[src/rtl/mem_arbiter_pkg.sv]
// mem_arbiter_pkg: shared widths, stall vectors and FSM states for the memory arbiter
package mem_arbiter_pkg;
  localparam int DATA_W = 32;
  localparam int INST_ADDR_W = 32;
  localparam logic [5:0] STALL_NONE = 6'b000000;
  localparam logic [5:0] STALL_FETCH = 6'b000011;
  localparam logic [5:0] STALL_DATA = 6'b011111;
  typedef enum logic [1:0] {IDLE, DATA_REQ, INST_REQ} arb_state_e;
endpackage

[src/rtl/mem_arbiter_if.sv]
// mem_arbiter_if: single-outstanding req/ack memory bus with sticky timeout flag
interface mem_arbiter_if #(parameter int ADDR_W = 32);
  import mem_arbiter_pkg::*;
  logic req, we, ack, err;
  logic [3:0] sel;
  logic [ADDR_W-1:0] addr;
  logic [DATA_W-1:0] wdata, rdata;
  modport master (output req, we, sel, addr, wdata, err, input rdata, ack);
  modport slave (input req, we, sel, addr, wdata, err, output rdata, ack);
endinterface

[src/rtl/mem_arb_fetch_buf.sv]
// mem_arb_fetch_buf: one-entry tagged instruction buffer, invalidated when consumed
module mem_arb_fetch_buf
  import mem_arbiter_pkg::*;
#(parameter int ADDR_W = 32) (
  input  logic              clk,
  input  logic              rst,
  input  logic              i_wr,
  input  logic [ADDR_W-1:0] i_waddr,
  input  logic [DATA_W-1:0] i_wdata,
  input  logic [ADDR_W-1:0] i_addr,
  input  logic              i_consume,
  output logic              o_hit,
  output logic [DATA_W-1:0] o_data
);
  logic r_valid;
  logic [ADDR_W-1:0] r_tag;
  logic [DATA_W-1:0] r_data;
  assign o_hit = r_valid && r_tag == i_addr;
  assign o_data = r_data;
  always_ff @(posedge clk) begin
    if (rst) begin
      r_valid <= 1'b0;
      r_tag <= '0;
      r_data <= '0;
    end else if (i_wr) begin
      r_valid <= 1'b1;
      r_tag <= i_waddr;
      r_data <= i_wdata;
    end else if (i_consume) r_valid <= 1'b0;
  end
endmodule

[src/rtl/mem_arbiter.sv]
// mem_arbiter: shares one memory bus between fetch and load/store, generating pipeline stalls
module mem_arbiter
  import mem_arbiter_pkg::*;
#(
  parameter int TIMEOUT_CYCLES = 64,
  parameter int ADDR_W = 32
) (
  input  logic              clk,
  input  logic              rst,
  input  logic              inst_ce_i,
  input  logic [ADDR_W-1:0] inst_addr_i,
  output logic [DATA_W-1:0] inst_data_o,
  input  logic              data_ce_i,
  input  logic              data_we_i,
  input  logic [3:0]        data_sel_i,
  input  logic [ADDR_W-1:0] data_addr_i,
  input  logic [DATA_W-1:0] data_wdata_i,
  output logic [DATA_W-1:0] data_rdata_o,
  output logic [5:0]        stall_o,
  mem_arbiter_if.master     bus
);
  localparam int CNT_W = $clog2(TIMEOUT_CYCLES);
  arb_state_e r_state;
  logic [CNT_W-1:0] r_cnt;
  logic [DATA_W-1:0] r_rdata, w_rdata, w_buf_data;
  logic w_busy, w_expire, w_done, w_data_done, w_inst_done, w_hit, w_consume;
  assign w_busy = r_state != IDLE;
  assign w_expire = w_busy && r_cnt == CNT_W'(TIMEOUT_CYCLES - 1);
  assign w_done = w_busy && (bus.ack || w_expire);
  assign w_rdata = bus.ack ? bus.rdata : '0;
  assign w_data_done = w_done && r_state == DATA_REQ;
  assign w_inst_done = w_done && r_state == INST_REQ;
  assign stall_o = rst ? STALL_NONE :
                   data_ce_i && !w_data_done ? STALL_DATA :
                   inst_ce_i && !w_hit ? STALL_FETCH : STALL_NONE;
  assign w_consume = inst_ce_i && w_hit && !stall_o[1];
  assign inst_data_o = inst_ce_i && w_hit ? w_buf_data : '0;
  assign data_rdata_o = w_data_done ? w_rdata : r_rdata;
  mem_arb_fetch_buf #(.ADDR_W(ADDR_W)) u_fetch_buf (
    .clk(clk),
    .rst(rst),
    .i_wr(w_inst_done),
    .i_waddr(bus.addr),
    .i_wdata(w_rdata),
    .i_addr(inst_addr_i),
    .i_consume(w_consume),
    .o_hit(w_hit),
    .o_data(w_buf_data)
  );
  // Issuing only from IDLE guarantees one idle bus cycle between transactions.
  always_ff @(posedge clk) begin
    if (rst) begin
      r_state <= IDLE;
      r_cnt <= '0;
      r_rdata <= '0;
      bus.req <= 1'b0;
      bus.we <= 1'b0;
      bus.sel <= '0;
      bus.addr <= '0;
      bus.wdata <= '0;
      bus.err <= 1'b0;
    end else if (r_state == IDLE) begin
      r_cnt <= '0;
      if (data_ce_i) begin
        r_state <= DATA_REQ;
        bus.req <= 1'b1;
        bus.we <= data_we_i;
        bus.sel <= data_sel_i;
        bus.addr <= data_addr_i;
        bus.wdata <= data_wdata_i;
      end else if (inst_ce_i && !w_hit) begin
        r_state <= INST_REQ;
        bus.req <= 1'b1;
        bus.we <= 1'b0;
        bus.sel <= 4'hF;
        bus.addr <= inst_addr_i;
        bus.wdata <= '0;
      end
    end else if (w_done) begin
      r_state <= IDLE;
      bus.req <= 1'b0;
      if (!bus.ack) bus.err <= 1'b1;
      if (w_data_done) r_rdata <= w_rdata;
    end else r_cnt <= r_cnt + 1'b1;
  end
endmodule

[src/flat_wrapper.sv]
// flat-port wrapper written by rule: the top's interface ports become plain ports
module mem_arbiter_flat import mem_arbiter_pkg::*;
#(
  parameter int TIMEOUT_CYCLES = 64,
  parameter int ADDR_W = 32
)
  (clk, rst, inst_ce_i, inst_addr_i, inst_data_o, data_ce_i, data_we_i, data_sel_i, data_addr_i, data_wdata_i, data_rdata_o, stall_o, bus_req, bus_we, bus_sel, bus_addr, bus_wdata, bus_err, bus_rdata, bus_ack);
  mem_arbiter_if #(.ADDR_W(ADDR_W)) bus_i ();
  input  logic clk;
  input  logic rst;
  input  logic inst_ce_i;
  input  logic [ADDR_W-1:0] inst_addr_i;
  output logic [DATA_W-1:0] inst_data_o;
  input  logic data_ce_i;
  input  logic data_we_i;
  input  logic [3:0] data_sel_i;
  input  logic [ADDR_W-1:0] data_addr_i;
  input  logic [DATA_W-1:0] data_wdata_i;
  output logic [DATA_W-1:0] data_rdata_o;
  output logic [5:0] stall_o;
  output wire logic [$bits(bus_i.req)-1:0] bus_req;
  output wire logic [$bits(bus_i.we)-1:0] bus_we;
  output wire logic [$bits(bus_i.sel)-1:0] bus_sel;
  output wire logic [$bits(bus_i.addr)-1:0] bus_addr;
  output wire logic [$bits(bus_i.wdata)-1:0] bus_wdata;
  output wire logic [$bits(bus_i.err)-1:0] bus_err;
  input wire logic [$bits(bus_i.rdata)-1:0] bus_rdata;
  input wire logic [$bits(bus_i.ack)-1:0] bus_ack;
  assign bus_req = bus_i.req;
  assign bus_we = bus_i.we;
  assign bus_sel = bus_i.sel;
  assign bus_addr = bus_i.addr;
  assign bus_wdata = bus_i.wdata;
  assign bus_err = bus_i.err;
  assign bus_i.rdata = bus_rdata;
  assign bus_i.ack = bus_ack;
  mem_arbiter #(.TIMEOUT_CYCLES(TIMEOUT_CYCLES), .ADDR_W(ADDR_W)) u_core (.clk(clk), .rst(rst), .inst_ce_i(inst_ce_i), .inst_addr_i(inst_addr_i), .inst_data_o(inst_data_o), .data_ce_i(data_ce_i), .data_we_i(data_we_i), .data_sel_i(data_sel_i), .data_addr_i(data_addr_i), .data_wdata_i(data_wdata_i), .data_rdata_o(data_rdata_o), .stall_o(stall_o), .bus(bus_i));
endmodule
[config.mk]
export PLATFORM = sky130hd
export DESIGN_NAME = mem_arbiter_flat
export DESIGN_NICKNAME = d
export VERILOG_FILES = /design/src/rtl/mem_arbiter_pkg.sv /design/src/rtl/mem_arbiter_if.sv /design/src/rtl/mem_arb_fetch_buf.sv /design/src/rtl/mem_arbiter.sv /design/src/flat_wrapper.sv
export SDC_FILE = /design/constraint.sdc
export NUM_CORES = 1
export LEC_CHECK = 0
export CAP_MARGIN = 10
export CORE_ASPECT_RATIO = 0.75
export CORE_MARGIN = 8
export CORE_UTILIZATION = 48
export CTS_BUF_LIST = sky130_fd_sc_hd__clkbuf_4 sky130_fd_sc_hd__clkbuf_8
export DETAILED_ROUTE_END_ITERATION = 16
export PLACE_DENSITY = 0.95
export SYNTH_ARGS = -nofsm -noshare
export SYNTH_HDL_FRONTEND = slang
export SYNTH_SLANG_ARGS = --single-unit
[constraint.sdc]
create_clock -name clk -period 7 [get_ports clk]
set_clock_uncertainty 0.15 [all_clocks]
set_input_delay 1.05 -clock clk [delete_from_list [all_inputs] [get_ports clk]]
set_output_delay 1.05 -clock clk [all_outputs]
set_load 0.005 [all_outputs]
# Word-level counts from Yosys, hierarchy flattened
# Index checks and enable logic that the tools add are counted.
op_classes:
  eq_ne: 5
  addsub: 1
  n_reduce_logical: 23
  mux: 24
  bitwise_logic: 2
op_table:
  columns: ["op", "count"]
  rows:
  - ["$mux 32", 7]
  - ["$eq 32x32->1", 1]
  - ["$mux 6", 2]
  - ["$mux 2", 5]
  - ["$logic_and 1x1->1", 9]
  - ["$mux 1", 8]
  - ["$mux 4", 2]
  - ["$reduce_bool 2->1", 4]
  - ["$add 6x1->6 const B", 1]
  - ["$eq 6x6->1 const B", 1]
  - ["$reduce_and 2->1", 3]
  - ["$logic_not 1->1", 3]
  - ["$ne 3x2->1 const B", 1]
  - ["$reduce_and 3->1", 1]
  - ["$eq 2x1->1 const B", 1]
  - ["$eq 2x2->1 const B", 1]
  - ["$logic_not 2->1", 1]
  - ["$not 1->1", 2]
  - ["$reduce_or 2->1", 1]
  - ["$logic_or 1x1->1", 1]
word_totals:
  input_bits: 138
  word_cells: 67
  ff_bits: 176
  output_inout_bits: 141

# Longest topological paths before layout
# Gate-level depths: netlist of run 1.
depth:
  depth_word: 13
  mapped_depth: 9

# Modules after synthesis
# Synthesis of run 1 repeated with hierarchy kept, for this count alone.
unflattened:
  cells_unflattened: 771
  hier_area_um2: 7508.5
by_module_without_submodules:
  columns: ["mod", "n_inst", "cells_each", "area_per_inst_um2"]
  rows:
  - ["mem_arbiter", 1, 517, 4888.4]
  - ["mem_arb_fetch_buf", 1, 254, 2620.0]

# Worst setup path before layout of run 1
# No wires, ideal clock.
synth_path:
  path_kind: "input to output"
  startpoint: "in bus_ack"
  endpoint: "out stall_o[1]"
  setup_slack_ns: 3.398
  arrival_ns: 2.402
  n_path_buf: 3
  path_stages: 8
  path_cell_list: "a31oi_1 nand2b_1 or2_1 clkbuf_1 clkbuf_1 a21oi_1 nor2_1 buf_4"
synth_via:
  elab_chain_cells: 7
synth_lines:
  columns: ["element", "line_no", "rtl"]
  rows:
  - ["start, declared", "flat_wrapper.sv:28", "input wire logic [$bits(bus_i.ack)-1:0] bus_ack;"]
  - ["$logic_or 1x1->1", "mem_arbiter.sv:29", "assign w_done = w_busy && (bus.ack || w_expire);"]
  - ["$logic_and 1x1->1", "mem_arbiter.sv:29", null]
  - ["$logic_and 1x1->1", "mem_arbiter.sv:31", "assign w_data_done = w_done && r_state == DATA_REQ;"]
  - ["$logic_not 1->1", "mem_arbiter.sv:34", "data_ce_i && !w_data_done ? STALL_DATA :"]
  - ["$logic_and 1x1->1", "mem_arbiter.sv:34", null]
  - ["$mux 6", "mem_arbiter.sv:34", null]
  - ["$mux 6", "mem_arbiter.sv:33", "assign stall_o = rst ? STALL_NONE :"]
  - ["end, declared", "flat_wrapper.sv:20", "output logic [5:0] stall_o;"]
# Every way passes these cells.

# Worst setup path in the final report of run 1
layout_path:
  startpoint: "in inst_addr_i[3]"
  endpoint: "out inst_data_o[16]"
layout_via:
  elab_chain_cells: 4
layout_lines:
  columns: ["element", "line_no", "rtl"]
  rows:
  - ["start, declared", "flat_wrapper.sv:12", "input logic [ADDR_W-1:0] inst_addr_i;"]
  - ["$eq 32x32->1", "mem_arb_fetch_buf.sv:18", "assign o_hit = r_valid && r_tag == i_addr;"]
  - ["$logic_and 1x1->1", "mem_arb_fetch_buf.sv:18", null]
  - ["$logic_and 1x1->1", "mem_arbiter.sv:37", "assign inst_data_o = inst_ce_i && w_hit ? w_buf_data : '0;"]
  - ["$mux 32", "mem_arbiter.sv:37", null]
  - ["end, declared", "flat_wrapper.sv:13", "output logic [DATA_W-1:0] inst_data_o;"]
# Every way passes these cells.

==> results.toml, run 1 <==
[synthesis]
yosys_warnings = 0
syn_avg_cell_area_um2 = 8.701
synth_nets = 945
synth_edf_count = 0
yosys.area.top_type_share_pct = 50.24
synth_ff_type = "dfxtp_1"
yosys.area.top_type = "dfxtp_1"
synthCells = 806
synth_cell_type_count = 38
ys_ff_latch = 176
synth-seq-area-share_pct = 50.24
synth.most_common_cell = "dfxtp_1"
synthesis.area_um2 = 7013
async_flop_share_pct = 0
ys_top_cells_by_count = "dfxtp_1 (176), nand2_1 (165), a21oi_1 (100), nand3_1 (66), and2_1 (65)"
synthTopCellsByArea = "dfxtp_1 (50%), nand2_1 (8.8%), a21oi_1 (7.1%)"

[sta]
finalHoldViolCount = 0
rsz0062_at_grt = "no"
max_freq_mhz = 182.0
period_needed_ps = 5495
relSlewSlack_pct = 31.00
timing.final.crit_share_pct = 78.50
finalMaxSlewViolations = 0
setup_tns_ps = 0
final-setup-viol-count = 0
tightest_slew_ps = 1034

[drt]
drcViolationCount = 0
vias = 6716
wl_per_cell_um = 18.13
drt_first_iter_violations = 420
avgViaCountPerCell = 5.339
antenna_left = 0
wl_um = 22810
first_pass_iters = 5

[layout]
utilization_pct = 71.21
seqCellArea_um2 = 3523
nNetsFinal = 1184
area_growth_pct = 45.80
insertedDiodeCount = 0
multi_input_area_um2 = 3172
layout-drive-gt1-share_pct = 4.820
fillCellCount = 1128

[power_and_ir_drop]
clockPowerShare_pct = 33.5
peakVddDrop_uv = 132.2
p_seq_share_pct = 51.1
power_switching_w = 0.0005639
power_density_nw_per_um2 = 205.6
netSwitchingFraction_pct = 26.83
power_w = 0.002102
power_frac_comb_pct = 15.3
p_int_w = 0.001538
leakagePower_nw = 3.799

[clock_tree]
clkLatencyLatePin_ps = 440
cts_sinks = 176
postCtsSetupRepairBufs = 0
cts-root-buf = "clkbuf_8"
cts_buffer_depth = 2
cts_max_level = 4
cts_tree = "done"
ctsResizeCount = 0
numCtsBuffers = 17
cts_hold_buf = 0
cts.reportedPaths.clkPinSlew_ps = 90

[placement]
dpl.hpwl_um = 16520
routabilityCongestion = 0.7996
portBuffers = 277

[critical_path]
cp.required_ps = 5800
end_kind = "primary output"
arrival_ps = 4300
startpoint_type = "input port"
crit_fanout = 33
reg2reg_setup_slack_ps = 3970
crit_type = "in2out"

[floorplanning]
start_util_pct = 48.84
core_um2 = 14360
rows = 38
ioPinCount = 279
die_x_um = 155.6
fp.dieH_um = 120.7
die_area_um2 = 18770

[grt]
gr-usage-met1_pct = 28.43
grt_util_met3_pct = 8.556
busiest_layer = "met2"
grt_max_degree = 69
grt_usage_pct = 23.37
antenna_found_initial = 0
gr-usage-met2_pct = 38.22
grt_first_pass_wirelength_um = 34820
overflow = 0
first_global_vias = 6423

[outcome]
status = "finished, final reports clean"

[run]
cap_violations = 0

[worst_hold_path]
hold_class = "reg2reg"
[metal layers]
layer | wire length (µm) | share of wire, %
met1 | 9460 | 41
met2 | 10680 | 47
met3 | 2218 | 9.7
met4 | 454 | 2.0
met5 | 0 | 0
[power by group through the flow]
stage,sequential (W),combinational (W),clock (W)
6_report,0.00107,0.000323,0.000705
5_1_grt,0.00108,0.000346,0.000762
4_1_cts,0.00107,0.000323,0.000719
3_5_place_dp,0.00110,0.000321,0
3_3_place_gp,0.00109,0.000317,0
2_1_floorplan,0.00109,0.000119,0
[cell usage in the layout, fill, tap and decap left out, drive strengths merged, types with 7 or more instances in the layout]
master,n
and2,65
clkdlybuf4s50,275
nor2,20
nand4,9
a22o,33
a221o,32
nand3,66
clkbuf,19
xnor2,26
nand2,165
buf,11
inv,17
xor2,7
dfxtp,176
a21oi,100
[final cells by class]
cell class	instances	area share, %
flip-flops and latches	176	34.46
clock buffers	19	2.435
repair buffers	286	27.90
clock inverters	13	1.407
multi-input cells	555	31.02
inverters	9	0.3304
well taps	200	2.447
[per-stage QoR]
step,instance area (µm²),hold WS [ps],instances,setup slack (ps)
CTS,10200,305.9,1257,1501
global placement,9804,288.5,1225,1689
floorplan,7013,281.7,806,3398
finish,10220,305.6,1258,1505
detailed placement,9804,293.4,1225,1499
global route,10220,327.9,1258,1251
[flip-flops by register name, summed over array words and instances (netlist names)]
signal                      count
u_core.u_fetch_buf.r_tag       32
u_core.bus.req                  1
u_core.bus.err                  1
u_core.u_fetch_buf.o_data      32
u_core.r_cnt                    6
u_core.bus.sel                  4
u_core.bus.addr                32
u_core.r_state                  2
u_core.r_rdata                 32
u_core.bus.we                   1
u_core.u_fetch_buf.r_valid      1
u_core.bus.wdata               32
[critical path, stage by stage]
cell and delay [ps]:
clkdlybuf4s50_1 480, xnor2_1 400, nand3_1 130, nor4_1 480, nand4_1 170, nor2_2 810, and2_1 230, clkdlybuf4s50_1 530
[cells by family after synthesis]
| kind of cell | synth area share [%] |
|---|---|
| AO/OA/AOI/OAI | 18.11 |
| XOR/XNOR | 4.121 |
| adder cells (fa/ha/maj) | 0.1784 |
| buffers and inverters | 4.889 |
| flip-flops | 50.24 |
| multiplexers | 0.1427 |
| other | 0.05347 |
| AND/OR/NAND/NOR | 22.27 |
[worst paths after layout]
| kind | from | endpoint | cells after the start |
|---|---|---|---|
| worst max-delay path | inst_addr_i[3] | inst_data_o[16] | 8 |
| worst min-delay path | u_core.u_fetch_buf.o_data[1] | u_core.u_fetch_buf.o_data[1] | 2 |
| worst max register to register | u_core.u_fetch_buf.r_tag[3] | u_core.bus.addr[23] | 7 |
| worst min register to register | u_core.u_fetch_buf.o_data[1] | u_core.u_fetch_buf.o_data[1] | 2 |
Note: power is estimated with default switching activity, not from simulation.
==> inputs of run 2 (changes only) <==
Settings changed: CORE_UTILIZATION 48 to 41, PLACE_DENSITY 0.95 to 0.87.
Clock period 7 ns to 5 ns, I/O delays scaled along.
==> run 2 against run 1 <==
Effect of this change: global-route usage shrank 2.4 points; power grew 44%; final cell count grew 1.2%; non-clock buffer count grew 1; worst setup slack lost 830 ps; largest power group unchanged; count of clock-buffer cells in the layout is the same; via count shrank 0.37%; combinational power grew 40%; critical endpoint is now inst_data_o[13]; sequential cell count is the same; sequential power grew 40%.
==> results.toml, run 2 (synthesis gave the netlist of run 1 again) <==
[run]
cap_violations = 0

[layout]
nNetsFinal = 1185
layout-drive-gt1-share_pct = 4.820
finalInstanceArea_um2 = 10270
area_growth_pct = 46.46
fillCellCount = 1446
final_cell_mix = "clkdlybuf4s50_1 (275), dfxtp_1 (176), nand2_1 (164)"
multi_input_area_um2 = 3172
layoutNonFillerInstCount = 1273
seqCellArea_um2 = 3523
insertedDiodeCount = 0
utilization_pct = 61.23
final_common_cell = "clkdlybuf4s50_1"

[clock_tree]
cts-root-buf = "clkbuf_8"
postCtsSetupRepairBufs = 0
numCtsBuffers = 17
cts.reportedPaths.clkPinSlew_ps = 90
cts_sinks = 176
clkLatencyLatePin_ps = 440
cts_hold_buf = 0
ctsResizeCount = 0
cts_max_level = 4
cts_buffer_depth = 2
cts_tree = "done"

[drt]
wl_um = 23160
wl_met2_um = 10520
first_pass_iters = 7
vias = 6691
drt_first_iter_violations = 461
avgViaCountPerCell = 5.256
wl_met1_um = 10050
wl_met3_um = 2189
drcViolationCount = 0
wl_per_cell_um = 18.19
antenna_left = 0
routed.top_layer = "met4"

[floorplanning]
start_util_pct = 41.81
die_area_um2 = 21590
core_um2 = 16770
die_x_um = 167.0
ioPinCount = 279
fp.dieH_um = 129.3
rows = 41

[grt]
antenna_found_initial = 0
grt_usage_pct = 21.00
grt_first_pass_wirelength_um = 36170
grt_max_degree = 88
first_global_vias = 6682
overflow = 0

[sta]
rsz0062_at_grt = "no"
tightest_slew_ps = 983.6
max_freq_mhz = 231.3
timing.final.crit_share_pct = 86.46
final-setup-viol-count = 0
period_needed_ps = 4323
fin_ws_ps = 677.1
finalHoldViolCount = 0
finalMaxSlewViolations = 0
setup_tns_ps = 0
relSlewSlack_pct = 34.43

[critical_path]
cpMaxStageDelayCell = "clkdlybuf4s50_1"
crit_buf_inv = 3
arrival_ps = 3420
end_kind = "primary output"
worst_path_most_repeated_cell = "clkdlybuf4s50_1"
path_delay_family = "buffers and inverters"
crit_type = "in2out"
startpoint_type = "input port"
max_stage_delay_ps = 530
cp.required_ps = 4100
crit_fanout = 33
path_cells = "clkdlybuf4s50_1, xnor2_1, nand3_1, nor4_1, nand4_1, nor2_2, buf_4, and2_1, clkdlybuf4s50_1"

[placement]
dpl.hpwl_um = 16650
placed_area_um2 = 9838
pre_cts_slack_ps = 686.7
routabilityCongestion = 0.8021
placed_cells = 1242
portBuffers = 277

[power_and_ir_drop]
power_density_nw_per_um2 = 294.5
leakagePower_nw = 3.814
peakVddDrop_uv = 181.6

[outcome]
status = "finished, final reports clean"

[worst_hold_path]
hold_class = "reg2reg"
[run 2: cell type report]
type | count | share of cell area (%)
tap | 215 | 2.619
clock inverter | 12 | 1.669
clock buffer | 19 | 2.546
timing repair buffer | 287 | 27.65
inverter | 9 | 0.3289
sequential | 176 | 34.30
multi-input combinational | 555 | 30.88
[run 2: worst paths after layout]
kind	slack (ps)	from	to	cells after the start
hold reg to reg	300	u_core.u_fetch_buf.o_data[3]	u_core.u_fetch_buf.o_data[3]	2
setup / recovery	680	inst_addr_i[3]	inst_data_o[13]	9
setup reg to reg	2050	u_core.u_fetch_buf.r_tag[3]	u_core.bus.addr[5]	7
hold / removal	300	u_core.u_fetch_buf.o_data[3]	u_core.u_fetch_buf.o_data[3]	2
[run 2: tightest hold or removal path: cells and delay by family (launching register included)]
family | cells | cell delay [ps]
and+or+nand+nor | 1 | 50
DFF | 1 | 310
AOI/OAI and AO/OA | 1 | 50
[run 2: stage by stage]
step                power (W)  hold WS (ps)
detailed placement   0.001988         294.1
global route         0.003149         330.7
global placement     0.001981         288.5
finish               0.003025         304.8
floorplan            0.001699         281.7
CTS                  0.003055         306.5
[run 2: routing by layer]
layer	global-route usage, %	vias up
met5	0	-
met4	5.917	0
met3	8.447	26
li1	-	3243
met1	25.66	3158
met2	33.90	264
[run 2: power by group]
group | switching, W | internal, W
combinational | 0.000191 | 0.000260
clock | 0.000538 | 0.000532
sequential | 0.0000408 | 0.00146
